### config.mk
export PLATFORM = sky130hd
export DESIGN_NAME = nibble_serial_adder_ctrl
export DESIGN_NICKNAME = d
export VERILOG_FILES = /design/src/rtl/nibble_serial_adder_ctrl.sv
export SDC_FILE = /design/constraint.sdc
export NUM_CORES = 1
export LEC_CHECK = 0
export CAP_MARGIN = 20
export CORE_MARGIN = 2
export CORE_UTILIZATION = 40
export CTS_BUF_LIST = sky130_fd_sc_hd__clkbuf_2 sky130_fd_sc_hd__clkbuf_4 sky130_fd_sc_hd__clkbuf_8
export CTS_CLUSTER_DIAMETER = 120
export DETAILED_ROUTE_END_ITERATION = 6
export PLACE_DENSITY = 0.65
export SLEW_MARGIN = 0
export SYNTH_ARGS = -nofsm -noshare
export SYNTH_HDL_FRONTEND = slang
export SYNTH_SLANG_ARGS = --single-unit
### constraint.sdc
create_clock -name clock -period 7.8 [get_ports clock]
set_input_delay 0.78 -clock clock [delete_from_list [all_inputs] [get_ports clock]]
set_output_delay 0.78 -clock clock [all_outputs]
set_load 0.02 [all_outputs]
### src/rtl/nibble_serial_adder_ctrl.sv
`default_nettype none
// ============================================================================
// Module   : nibble_serial_adder_ctrl (+ adder4 slice)
// Brief    : WIDTH-bit add/subtract sequenced one nibble per clock through a
//            single 4-bit carry-lookahead slice, with start/done handshake.
// Revision : 1.0 - initial release
// ============================================================================

module adder4 (
    input  logic [3:0] i_a,
    input  logic [3:0] i_b,
    input  logic       i_cin,
    output logic [3:0] o_sum,
    output logic       o_cout
);
    logic [3:0] w_g;
    logic [3:0] w_p;
    logic [4:0] w_c;

    assign w_g = i_a & i_b;
    assign w_p = i_a ^ i_b;

    // Every carry is formed directly from generate/propagate terms.
    assign w_c[0] = i_cin;
    assign w_c[1] = w_g[0] | (w_p[0] & i_cin);
    assign w_c[2] = w_g[1] | (w_p[1] & w_g[0]) | (w_p[1] & w_p[0] & i_cin);
    assign w_c[3] = w_g[2] | (w_p[2] & w_g[1]) | (w_p[2] & w_p[1] & w_g[0])
                  | (w_p[2] & w_p[1] & w_p[0] & i_cin);
    assign w_c[4] = w_g[3] | (w_p[3] & w_g[2]) | (w_p[3] & w_p[2] & w_g[1])
                  | (w_p[3] & w_p[2] & w_p[1] & w_g[0])
                  | (w_p[3] & w_p[2] & w_p[1] & w_p[0] & i_cin);

    assign o_sum  = w_p ^ w_c[3:0];
    assign o_cout = w_c[4];
endmodule

module nibble_serial_adder_ctrl #(
    parameter int WIDTH = 32
) (
    input  logic             clock,
    input  logic             reset,
    input  logic             start,
    input  logic             sub,
    input  logic             cin,
    input  logic [WIDTH-1:0] a,
    input  logic [WIDTH-1:0] b,
    output logic             busy,
    output logic             done,
    output logic [WIDTH-1:0] sum,
    output logic             cout,
    output logic             overflow
);
    localparam int NIBBLES = WIDTH / 4;
    localparam int CNT_W   = $clog2(NIBBLES) + 1;
    localparam logic [CNT_W-1:0] c_last = CNT_W'(NIBBLES - 1);

    typedef enum logic [1:0] {
        S_IDLE = 2'd0,
        S_RUN  = 2'd1,
        S_DONE = 2'd2
    } state_t;

    state_t           r_state;
    state_t           w_state_next;
    logic [CNT_W-1:0] r_count;
    logic             r_carry;
    logic [WIDTH-1:0] r_op_a;
    logic [WIDTH-1:0] r_op_b;
    logic [WIDTH-1:0] r_work;
    logic [WIDTH-1:0] w_work_next;
    logic [WIDTH-1:0] w_a_shift;
    logic [WIDTH-1:0] w_b_shift;
    logic [3:0]       w_sum4;
    logic             w_cout4;
    logic             w_accept;
    logic             w_last;

    assign w_accept = start & ((r_state == S_IDLE) | (r_state == S_DONE));
    assign w_last   = (r_state == S_RUN) & (r_count == c_last);
    assign busy     = (r_state == S_RUN);
    assign done     = (r_state == S_DONE);

    assign w_a_shift = r_op_a >> {r_count, 2'b00};
    assign w_b_shift = r_op_b >> {r_count, 2'b00};

    adder4 u_adder4 (
        .i_a    (w_a_shift[3:0]),
        .i_b    (w_b_shift[3:0]),
        .i_cin  (r_carry),
        .o_sum  (w_sum4),
        .o_cout (w_cout4)
    );

    // Merge the current nibble result into the partial word.
    always_comb begin
        w_work_next = r_work;
        for (int i = 0; i < NIBBLES; i++) begin
            if (r_count == CNT_W'(i)) begin
                w_work_next[4*i +: 4] = w_sum4;
            end
        end
    end

    always_ff @(posedge clock) begin
        if (reset) begin
            r_state <= S_IDLE;
        end else begin
            r_state <= w_state_next;
        end
    end

    always_comb begin
        w_state_next = r_state;
        case (r_state)
            S_IDLE:  if (start) w_state_next = S_RUN;
            S_RUN:   if (w_last) w_state_next = S_DONE;
            S_DONE:  w_state_next = start ? S_RUN : S_IDLE;
            default: w_state_next = S_IDLE;
        endcase
    end

    always_ff @(posedge clock) begin
        if (reset) begin
            r_count  <= '0;
            r_carry  <= 1'b0;
            r_op_a   <= '0;
            r_op_b   <= '0;
            r_work   <= '0;
            sum      <= '0;
            cout     <= 1'b0;
            overflow <= 1'b0;
        end else if (w_accept) begin
            r_op_a  <= a;
            r_op_b  <= sub ? ~b : b;
            r_carry <= sub ? 1'b1 : cin;
            r_count <= '0;
            r_work  <= '0;
        end else if (r_state == S_RUN) begin
            r_work  <= w_work_next;
            r_carry <= w_cout4;
            r_count <= r_count + CNT_W'(1);
            // Results publish together so they never show a partial word.
            if (w_last) begin
                sum      <= w_work_next;
                cout     <= w_cout4;
                overflow <= (r_op_a[WIDTH-1] ~^ r_op_b[WIDTH-1])
                          & (r_op_a[WIDTH-1] ^ w_sum4[3]);
            end
        end
    end
endmodule
`default_nettype wire

==> results.yml <==
outcome:
  status: "completed"
placed_design:
  place_inst: 917
  place_area_mm2: 0.00694
  place.detailed.hpwl_um: 9970
  dpl_worst_slack_ns: 4.31
  portBuffers: 104
  gp_congestion: 0.864
clock_network:
  cts.htree.levels: 4
  cts_hold_buffers: 0
  cts_setup_buffers: 0
  cts_resized: 0
  cts.sinks: 133
  cts.reportedPaths.clkPinSlew_ns: 0.08
  root_buffer: "clkbuf_8"
  tritoncts: "done"
  cts_made_buffers: 17
  clk_latency_ns: 0.45
  clk_path_buf_depth: 2
worst_setup_path:
  worstSetupPathType: "reg -> reg"
  slowest_delay_ns: 0.98
  cp_cell_sequence: "mux4_2 -> mux2i_1 -> nor2_1 -> ha_1 -> nand4_1 -> and3b_1 -> a2111oi_1"
  crit_start: "r_count[1]"
  crit_buf_inv: 0
  end_kind: "flip-flop"
  arrival_ns: 3.81
  crit_family: "flip-flops"
  rr_startpoint: "r_count[1]"
  critPathRequiredTime_ns: 8.14
  start_kind: "flip-flop"
  cp_max_fo: 21
  critPathSlowestCell: "dfxtp_1"
routing:
  drtIter0Drc: 371
  drc: 0
  vias_per_cell: 5.26
  drtPass1Iterations: 4
  dr_total_vias: 4987
  drt-total-wl_um: 14400
  postRouteAntennaNets: 0
  wl_per_cell_um: 15.2
grt:
  grt_overflow_total: 0
  grt_max_degree: 103
  grt_pass1_wl_um: 23800
  grt_pass1_vias: 4896
  grt_antenna_before_repair: 0
  grt_usage_pct: 18.8
cells_and_area:
  nets: 831
  fin_area_mm2: 0.00734
  area_growth_pct: 24.2
  layoutNonFillerInstCount: 949
  final_common_cell: "nand2_1"
  fillers: 1392
  layout-drive-gt1-share_pct: 7.71
  antenna_cells: 0
  layout_common_cells: "nand2_1 (135), dfxtp_1 (133), clkdlybuf4s50_1 (102), a21oi_1 (77), nor2_1 (76)"
timing:
  period_share_pct: 44.5
  final_max_slew_viol_count: 0
  hold_viol: 0
  timing.setup.tns_ns: 0
  slew_headroom_pct: 29.2
  setup_slack_ns: 4.33
  setup_violations: 0
  fmax_ghz: 0.288
  tightest_slew_ns: 1.06
  hold_ws_ns: 0.456
  skew_ns: 0.0132
  layout_min_cycle_time_ns: 3.47
  rsz0062_at_grt: "no"
floorplan:
  pin_count: 105
  die-area_mm2: 0.0158
  core_area_mm2: 0.0145
  die_h_um: 126
  rows: 44
  die_width_um: 126
  start_util_pct: 40.8
synthesis:
  yosysSeqAreaShare_pct: 45.0
  synth_warnings: 0
  syn_nets: 764
  synth_cell_types: 36
  async_flop_share_pct: 0
  syn-cell-area_mm2: 0.00591
  netlist_instances: 686
  synth-edff-count: 0
  ys.flop_type: "dfxtp_1"
  synth-seq-cells: 133
  avgSynthCellArea_um2: 8.62
pwr:
  power_per_cell_area_mw_per_mm2: 202
  ir_drop_mv: 0.110
  power.leakage_uw: 0.00248
min_path:
  hp-class: "reg -> reg"
  hp-start: "sum[24]"
flow_run:
  maxCapViolations: 0
-- cells by family after synthesis --
kind of cell	share of synthesized area, %
and+or+nand+nor	20.2
AOI/OAI and AO/OA	15.2
DFF	45.0
buffers and inverters	5.04
xor gates and xnor gates	5.33
muxes	7.11
adders and majority gates	2.03
-- cells in the mapped netlist, types with 2 or more instances --
| library cell | number | share of area (%) |
|---|---|---|
| nor2b_1 | 2 | 0.21 |
| clkbuf_1 | 33 | 2.1 |
| xnor2_1 | 34 | 5.0 |
| nand3b_1 | 3 | 0.38 |
| nor4b_1 | 4 | 0.59 |
| a211o_1 | 3 | 0.44 |
| ha_1 | 8 | 1.7 |
| and3b_1 | 4 | 0.59 |
| a21o_1 | 2 | 0.25 |
| nand2b_1 | 5 | 0.53 |
| o211ai_1 | 3 | 0.38 |
| nand4_1 | 14 | 1.5 |
| buf_1 | 5 | 0.32 |
| xor2_1 | 2 | 0.30 |
| nand3_1 | 15 | 1.3 |
| and3_1 | 5 | 0.53 |
| a211oi_1 | 51 | 6.5 |
| mux2i_1 | 6 | 1.0 |
| a21oi_1 | 77 | 6.5 |
| nor3_1 | 10 | 0.85 |
| inv_1 | 5 | 0.32 |
| mux4_2 | 16 | 6.1 |
| nand2_1 | 135 | 8.6 |
| buf_4 | 5 | 0.63 |
| buf_2 | 19 | 1.6 |
| a311oi_1 | 3 | 0.44 |
| nor2_1 | 76 | 4.8 |
| dfxtp_1 | 133 | 45 |
-- routing by layer --
metal | up-vias | GRT usage, % | share of wire (%)
met3 | 30 | 4.75 | 4.3
met1 | 2303 | 24.3 | 45
li1 | 2503 | - | -
met2 | 151 | 29.9 | 48
met4 | 0 | 8.43 | 2.8
met5 | - | 0 | 0
-- worst reg2reg max path: cells and delay by family (launching register included) --
family / cells / cell delay, ns
simple gates: 3 / 0.90
compound gates: 1 / 0.37
mux: 2 / 0.74
flops: 1 / 0.98
fa+ha+maj: 1 / 0.37
-- power by group --
group	leakage (uW)	switching (uW)	internal, uW	total [uW]
Clock	0.000201	253	309	562
Combinational	0.00120	107	89.9	197
Sequential	0.00108	17.6	707	725
Total	0.00248	377	1110	1480
-- final timing paths --
check | slack, ns | end | cells past startpoint
max | 4.33 | r_carry | 7
max reg2reg | 4.33 | r_carry | 7
min reg2reg | 0.46 | sum[24] | 2
min | 0.46 | sum[24] | 2
-- through the flow --
stage | power, uW | util [%]
detailed placement | 936 | 48.0
CTS | 1490 | 50.6
global placement | 931 | 48.0
global route | 1540 | 50.7
finish | 1480 | 50.7
floorplan | 864 | -
-- flip-flops by register name, summed over array words and instances (netlist names) --
name / cells
r_carry: 1
r_state: 2
overflow: 1
r_op_a: 32
r_count: 4
r_op_b: 32
r_work: 28
cout: 1
sum: 32
-- area by class of cell --
type	count	area (um2)	share of cell area, %
flip-flops and latches	133	2660	36.3
repair buffers	110	1080	14.8
multi-input cells	485	2960	40.3
clock buffers	28	342	4.65
inverters	6	22.5	0.307
well taps	184	230	3.14
clock inverters	3	42.5	0.579
Note: power is estimated with default switching activity, not from simulation.
